File: config.mk
export PLATFORM = sky130hd
export DESIGN_NAME = cpu_prog_loader_flat
export DESIGN_NICKNAME = d
export VERILOG_FILES = /design/src/rtl/cpu_prog_loader_if.sv /design/src/rtl/cpu_prog_loader.sv /design/src/flat_wrapper.sv
export SDC_FILE = /design/constraint.sdc
export NUM_CORES = 1
export LEC_CHECK = 0
export CAP_MARGIN = 0
export CELL_PAD_IN_SITES_DETAIL_PLACEMENT = 0
export CELL_PAD_IN_SITES_GLOBAL_PLACEMENT = 1
export CORE_ASPECT_RATIO = 0.7
export CORE_MARGIN = 2
export CORE_UTILIZATION = 46
export CTS_BUF_LIST = sky130_fd_sc_hd__clkbuf_16
export CTS_CLUSTER_DIAMETER = 50
export CTS_CLUSTER_SIZE = 40
export DETAILED_ROUTE_END_ITERATION = 10
export DONT_BUFFER_PORTS = 1
export MAX_ROUTING_LAYER = met4
export PLACE_DENSITY = 0.82
export SLEW_MARGIN = 10
export SYNTH_ARGS = -nofsm -noshare
export SYNTH_HDL_FRONTEND = slang
export SYNTH_SLANG_ARGS = --single-unit
File: constraint.sdc
create_clock -name clk -period 2.98 [get_ports clk]
set_input_delay 0.447 -clock clk [delete_from_list [all_inputs] [get_ports clk]]
set_output_delay 0.447 -clock clk [all_outputs]
set_load 0.02 [all_outputs]
File: src/rtl/cpu_prog_loader_if.sv
// Byte-stream handshake into the program loader.
// A byte moves on a rising clk edge when valid and ready are both high; data is held while valid waits.
interface cpu_prog_loader_if;
  logic [7:0] data;
  logic       valid;
  logic       ready;

  modport master (output data, output valid, input ready);
  modport slave  (input data, input valid, output ready);
endinterface

File: src/rtl/cpu_prog_loader.sv
// Framed byte-stream loader: fills cpu instruction/data memories word by word
// and opens a counted or open-ended cpu_enable window.
module cpu_prog_loader #(
  parameter int ADDR_STEP = 4,
  parameter int CNT_W     = 16
) (
  input  logic                    clk,
  input  logic                    srst,
  cpu_prog_loader_if.slave        stream,
  output logic [31:0]             imem_addr,
  output logic                    imem_wen,
  output logic [31:0]             imem_wdata,
  output logic [31:0]             dmem_addr,
  output logic                    dmem_wen,
  output logic [31:0]             dmem_wdata,
  output logic                    cpu_enable,
  output logic                    busy,
  output logic                    run_done,
  output logic                    err,
  output logic [2:0]              state_dbg
);

  typedef enum logic [2:0] {
    IDLE, HDR_ADDR, HDR_CNT, DATA, WRITE, RUN_HDR, RUN
  } state_t;

  localparam logic [7:0] CMD_LOAD_I = 8'h01;
  localparam logic [7:0] CMD_LOAD_D = 8'h02;
  localparam logic [7:0] CMD_RUN    = 8'h03;
  localparam logic [7:0] CMD_HALT   = 8'h04;

  state_t           state_q, state_d;
  logic [31:0]      sr;
  logic [1:0]       bcnt;
  logic [31:0]      addr_q;
  logic [CNT_W-1:0] cnt_q;
  logic             is_d;
  logic [31:0]      run_cnt;
  logic             xfer;
  logic [31:0]      full32;
  logic [15:0]      full16;

  assign xfer   = stream.valid & stream.ready;
  // Little-endian fields shift in from the top; the last byte completes the value.
  assign full32 = {stream.data, sr[31:8]};
  assign full16 = {stream.data, sr[31:24]};

  assign stream.ready = (state_q != WRITE);
  assign imem_wen     = (state_q == WRITE) && !is_d;
  assign dmem_wen     = (state_q == WRITE) && is_d;
  assign cpu_enable   = (state_q == RUN);
  assign busy         = (state_q != IDLE);
  assign state_dbg    = state_q;

  always_comb begin
    state_d = state_q;
    case (state_q)
      IDLE: begin
        if (xfer) begin
          if (stream.data == CMD_LOAD_I || stream.data == CMD_LOAD_D) state_d = HDR_ADDR;
          else if (stream.data == CMD_RUN)                            state_d = RUN_HDR;
        end
      end
      HDR_ADDR: if (xfer && bcnt == 2'd3) state_d = HDR_CNT;
      HDR_CNT:  if (xfer && bcnt == 2'd1) state_d = (full16 == 16'd0) ? IDLE : DATA;
      DATA:     if (xfer && bcnt == 2'd3) state_d = WRITE;
      WRITE:    state_d = (cnt_q == CNT_W'(1)) ? IDLE : DATA;
      RUN_HDR:  if (xfer && bcnt == 2'd3) state_d = RUN;
      // A zero count never reaches 1, so an open-ended run only ends on HALT.
      RUN: begin
        if ((xfer && stream.data == CMD_HALT) || run_cnt == 32'd1) state_d = IDLE;
      end
      default:  state_d = IDLE;
    endcase
  end

  always_ff @(posedge clk) begin
    if (srst) begin
      state_q    <= IDLE;
      sr         <= '0;
      bcnt       <= '0;
      addr_q     <= '0;
      cnt_q      <= '0;
      is_d       <= 1'b0;
      run_cnt    <= '0;
      imem_addr  <= '0;
      imem_wdata <= '0;
      dmem_addr  <= '0;
      dmem_wdata <= '0;
      run_done   <= 1'b0;
      err        <= 1'b0;
    end else begin
      state_q  <= state_d;
      run_done <= 1'b0;
      if (xfer) sr <= full32;
      if (state_d != state_q) bcnt <= '0;
      else if (xfer)          bcnt <= bcnt + 2'd1;

      case (state_q)
        IDLE: begin
          if (xfer) begin
            if (stream.data == CMD_LOAD_I || stream.data == CMD_LOAD_D)
              is_d <= (stream.data == CMD_LOAD_D);
            else if (stream.data != CMD_RUN && stream.data != CMD_HALT)
              err <= 1'b1;
          end
        end
        HDR_ADDR: if (xfer && bcnt == 2'd3) addr_q <= full32;
        HDR_CNT:  if (xfer && bcnt == 2'd1) cnt_q <= CNT_W'(full16);
        // Buses load on the last data byte so they are stable during the wen cycle.
        DATA: begin
          if (xfer && bcnt == 2'd3) begin
            if (is_d) begin
              dmem_addr  <= addr_q;
              dmem_wdata <= full32;
            end else begin
              imem_addr  <= addr_q;
              imem_wdata <= full32;
            end
          end
        end
        WRITE: begin
          addr_q <= addr_q + 32'(ADDR_STEP);
          cnt_q  <= cnt_q - CNT_W'(1);
        end
        RUN_HDR: if (xfer && bcnt == 2'd3) run_cnt <= full32;
        RUN: begin
          if (run_cnt != 32'd0) run_cnt <= run_cnt - 32'd1;
          if (xfer && stream.data != CMD_HALT) err <= 1'b1;
          if (state_d == IDLE) run_done <= 1'b1;
        end
        default: ;
      endcase
    end
  end

endmodule

File: src/flat_wrapper.sv
// flat-port wrapper written by rule: the top's interface ports become plain ports
module cpu_prog_loader_flat 
#(
  parameter int ADDR_STEP = 4,
  parameter int CNT_W     = 16
)
  (clk, srst, imem_addr, imem_wen, imem_wdata, dmem_addr, dmem_wen, dmem_wdata, cpu_enable, busy, run_done, err, state_dbg, stream_data, stream_valid, stream_ready);
  cpu_prog_loader_if stream_i ();
  input  logic clk;
  input  logic srst;
  output logic [31:0] imem_addr;
  output logic imem_wen;
  output logic [31:0] imem_wdata;
  output logic [31:0] dmem_addr;
  output logic dmem_wen;
  output logic [31:0] dmem_wdata;
  output logic cpu_enable;
  output logic busy;
  output logic run_done;
  output logic err;
  output logic [2:0] state_dbg;
  input wire logic [$bits(stream_i.data)-1:0] stream_data;
  input wire logic [$bits(stream_i.valid)-1:0] stream_valid;
  output wire logic [$bits(stream_i.ready)-1:0] stream_ready;
  assign stream_i.data = stream_data;
  assign stream_i.valid = stream_valid;
  assign stream_ready = stream_i.ready;
  cpu_prog_loader #(.ADDR_STEP(ADDR_STEP), .CNT_W(CNT_W)) u_core (.clk(clk), .srst(srst), .stream(stream_i), .imem_addr(imem_addr), .imem_wen(imem_wen), .imem_wdata(imem_wdata), .dmem_addr(dmem_addr), .dmem_wen(dmem_wen), .dmem_wdata(dmem_wdata), .cpu_enable(cpu_enable), .busy(busy), .run_done(run_done), .err(err), .state_dbg(state_dbg));
endmodule
==> impl_metrics.csv, run 1 <==
group,metric,value,unit
power_and_ir_drop,power-per-cell-area,542,nW/um^2
setup_path,setup.worst_path.class,"reg2reg",
floorplanning,die_w,187,um
logic_synthesis,synth_fp_nets,1435,
route,antenna_left,0,
cts,post_cts_buffers,0,
logic_synthesis,synthCells,1416,
cts,clk_latency,0.52,ns
floorplanning,num_rows,46,
min_path,hold_path_depth,1,
cts,cts_buffers,23,
power_and_ir_drop,vdd_ir_drop_max,0.000505,V
setup_path,worst-r2r-cell-count,5,
logic_synthesis,ys_types,62,
timing,fin_crit,2.60,ns
route,dr_total_vias,10100,
global_routing,first_global_vias,8866,
logic_synthesis,ys_seq_area_frac,0.445,
timing,drv_slew,0,
status,run_status,"finished clean",
timing,max_freq,0.384,GHz
timing,relSlewSlack,0.481,
logic_synthesis,async_reset_ff_frac,0,
logic_synthesis,ys_ff_latch,240,
route,detail_route.wirelength,33.9,mm
route,drtPass1Iterations,8,
floorplanning,die_y,132,um
setup_path,worstSetupEndpointType,"flip-flop",
timing,tightest_slew,0.776,ns
route,vias_per_cell,5.95,
setup_path,reg2reg_slack,0.38,ns
setup_path,cp.arrival,3.03,ns
global_routing,grt_max_degree,137,
timing,setup_violations,0,
route,drc,0,
logic_synthesis,yosys.area.top_type,"dfxtp_1",
cts,path_clk_slew,0.07,ns
placement,gp_congestion,0.878,
logic_synthesis,yosys-top-cells-area,"dfxtp_1, nand2_1, a21oi_1, clkbuf_1, nor2_1",
placement,place_inst,1654,
floorplanning,initial_core_util,0.472,
placement,portBuffers,0,
global_routing,grt_pass1_wl,52.7,mm
cts,numClockSinks,240,
logic_synthesis,synth_top_area_share,0.445,
setup_path,rr_startpoint,"u_core.run_cnt[8]",
setup_path,critPathLaunchType,"flip-flop",
global_routing,grt_use_total,0.273,
floorplanning,die_area,24700,um^2
floorplanning,top_level_ports,149,
job,maxCapViolCount,0,
global_routing,antenna_found_initial,0,
logic_synthesis,syn_avg_cell_area,7.62,um^2
logic_synthesis,synth_edf_count,0,
min_path,min_path_type,"in2reg",
cts,cts_buffer_depth,3,
cells_and_area,fillers,2261,
min_path,worst_hold_startpoint,"srst",
cells_and_area,finalNonFillerCells,1697,
cells_and_area,seqCellArea,4800,um^2
floorplanning,core_area,22800,um^2
route,drtIter0Drc,998,
setup_path,worstPathMaxFanout,12,
setup_path,reg2reg_to,"u_core.run_cnt[0]",
cells_and_area,syn2layout_area_growth,10.4,%
route,wire_per_inst,20.0,um
cts,cts_resized,0,
global_routing,grt_overflow_total,0,
cells_and_area,multi_input_area,5420,um^2
logic_synthesis,ys_warn_count,0,
cells_and_area,drive_gt1_frac,0.104,
cts,clock-root-buffer,"clkbuf_16",
cts,ctsHtreeMaxLevel,1,
timing,fin_skew,0.0118,ns
logic_synthesis,synth_flop_cell,"dfxtp_1",
cells_and_area,fin_nets,1388,
min_path,whs_endpoint,"u_core.run_cnt[14]",
timing,hold_viol,0,
placement,dpl.hpwl,21.5,mm
cells_and_area,n_antenna_cell,0,
logic_synthesis,netlist_area,10800,um^2
timing,rsz0062_at_grt,"false",
power_and_ir_drop,cellLeakagePower,0.00384,uW
timing,tns,0,ns
setup_path,worstPathRequired,3.41,ns
timing,period_share,0.873,
cts,cts_tree,"built",
-- placed cells by master (no fill, tap or decap), drive strengths merged, types with 17 or more instances in the layout --
| master | synthesis | routed |
|---|---|---|
| o21ai | 51 | 51 |
| nor4 | 20 | 20 |
| clkbuf | 100 | 23 |
| dfxtp | 240 | 240 |
| nand2 | 386 | 386 |
| nand3 | 28 | 28 |
| a21oi | 242 | 242 |
| buf | 18 | 46 |
| a31oi | 26 | 26 |
| nor3 | 24 | 24 |
| nand4 | 17 | 17 |
| nor2 | 66 | 66 |
| inv | 21 | 31 |
| or4 | 17 | 17 |
-- area by class of cell --
| class | count | share of cell area |
|---|---|---|
| well taps | 312 | 0.0328 |
| repair buffers | 46 | 0.0359 |
| multi-input cells | 1037 | 0.455 |
| inverters | 21 | 0.00662 |
| flip-flops and latches | 240 | 0.403 |
| clock buffers | 23 | 0.0483 |
| clock inverters | 18 | 0.0177 |
-- synth_stat cells (all sizes together), types with 3 or more instances --
cell / instances
nand2: 386
a21oi: 242
dfxtp: 240
clkbuf: 100
nor2: 66
o21ai: 51
nand3: 28
a31oi: 26
nor3: 24
inv: 21
nor4: 20
buf: 18
nand4: 17
or4: 17
o211ai: 13
or3: 13
a21o: 10
and3: 9
o311ai: 9
a221oi: 8
ha: 8
and2: 7
nor3b: 7
o31ai: 7
and4: 6
nand2b: 6
a22oi: 5
a32o: 5
or2: 4
a211oi: 3
a22o: 3
a2bb2oi: 3
mux2: 3
nand4b: 3
nor4b: 3
o31a: 3
-- flip-flops by register name (all words and copies together) (netlist names) --
signal	count
u_core.is_d	1
u_core.err	1
u_core.state_dbg	3
u_core.run_cnt	32
u_core.cnt_q	16
u_core.imem_wdata	32
u_core.dmem_wdata	32
u_core.run_done	1
u_core.dmem_addr	32
u_core.imem_addr	32
u_core.bcnt	2
u_core.addr_q	32
u_core.sr	24
-- worst max-delay path, cell delays in order, from the launching register on --
cell and delay (ns):
dfxtp_1 0.37, or4_1 0.59, or4_4 0.59, o31a_1 0.50
or3_1 0.38, o31ai_1 0.07
-- how the worst max path moves through the flow --
stage / from / to / slack (ns) / depth (start not counted)
final: u_core.run_cnt[8] / u_core.run_cnt[0] / 0.38 / 5
after global routing: u_core.run_cnt[14] / u_core.run_cnt[1] / 0.28 / 6
after CTS: u_core.run_cnt[8] / u_core.run_cnt[1] / 0.41 / 6
after detailed placement: u_core.run_cnt[8] / u_core.run_cnt[1] / 0.42 / 6
after global placement: u_core.run_cnt[8] / u_core.run_cnt[1] / 0.46 / 6
after floorplan: u_core.run_cnt[8] / u_core.run_cnt[9] / 0.61 / 7
-- kinds of logic (layout without fill, tap and decap cells) --
family          after synthesis  count (layout)  share of synthesized area
buf+inv                     139             108                     0.0537
fa+ha+maj                     8               8                    0.00928
simple gates                624             624                      0.259
flops                       240             240                      0.445
compound gates              399             399                      0.227
xor+xnor                      1               1                   0.000812
mux                           5               5                    0.00499
-- timing repair --
| action | CTS | global route |
|---|---|---|
| endpoints found under the hold margin | 83 | 0 |
| hold buffers | 2 | 0 |
| endpoints found under the setup margin | 0 | 0 |
-- routing by layer --
metal	wire length [um]	GRT usage
met4	522	0.0485
met1	15600	0.398
met2	14200	0.389
met3	3600	0.0602
met5	0	-
-- stage by stage --
step	area, um^2	setup slack [ns]	hold slack, ns	power [uW]	util
2_1_floorplan	10800	0.607	0.438	3420	-
3_3_place_gp	11100	0.461	0.447	3410	0.485
3_5_place_dp	11100	0.419	0.461	3410	0.485
4_1_cts	11900	0.405	0.00651	6510	0.521
5_1_grt	11900	0.278	0.0120	6630	0.521
6_report	11900	0.378	0.0499	6460	0.521
-- power breakdown --
| group | internal [uW] | switching, uW |
|---|---|---|
| registers | 3220 | 40.8 |
| clock network | 1660 | 1430 |
| logic | 38.5 | 71.0 |
| total | 4920 | 1540 |
(Power assumes the default switching activity.)
==> run 2: changes to the inputs <==
--- a/config.mk
+++ b/config.mk
@@ -5,7 +5,6 @@
 export SDC_FILE = /design/constraint.sdc
 export NUM_CORES = 1
 export LEC_CHECK = 0
-export CAP_MARGIN = 0
 export CELL_PAD_IN_SITES_DETAIL_PLACEMENT = 0
 export CELL_PAD_IN_SITES_GLOBAL_PLACEMENT = 1
 export CORE_ASPECT_RATIO = 0.7
==> results of run 2 <==
No change in the layout: final DEF, timing and power equal those of run 1.
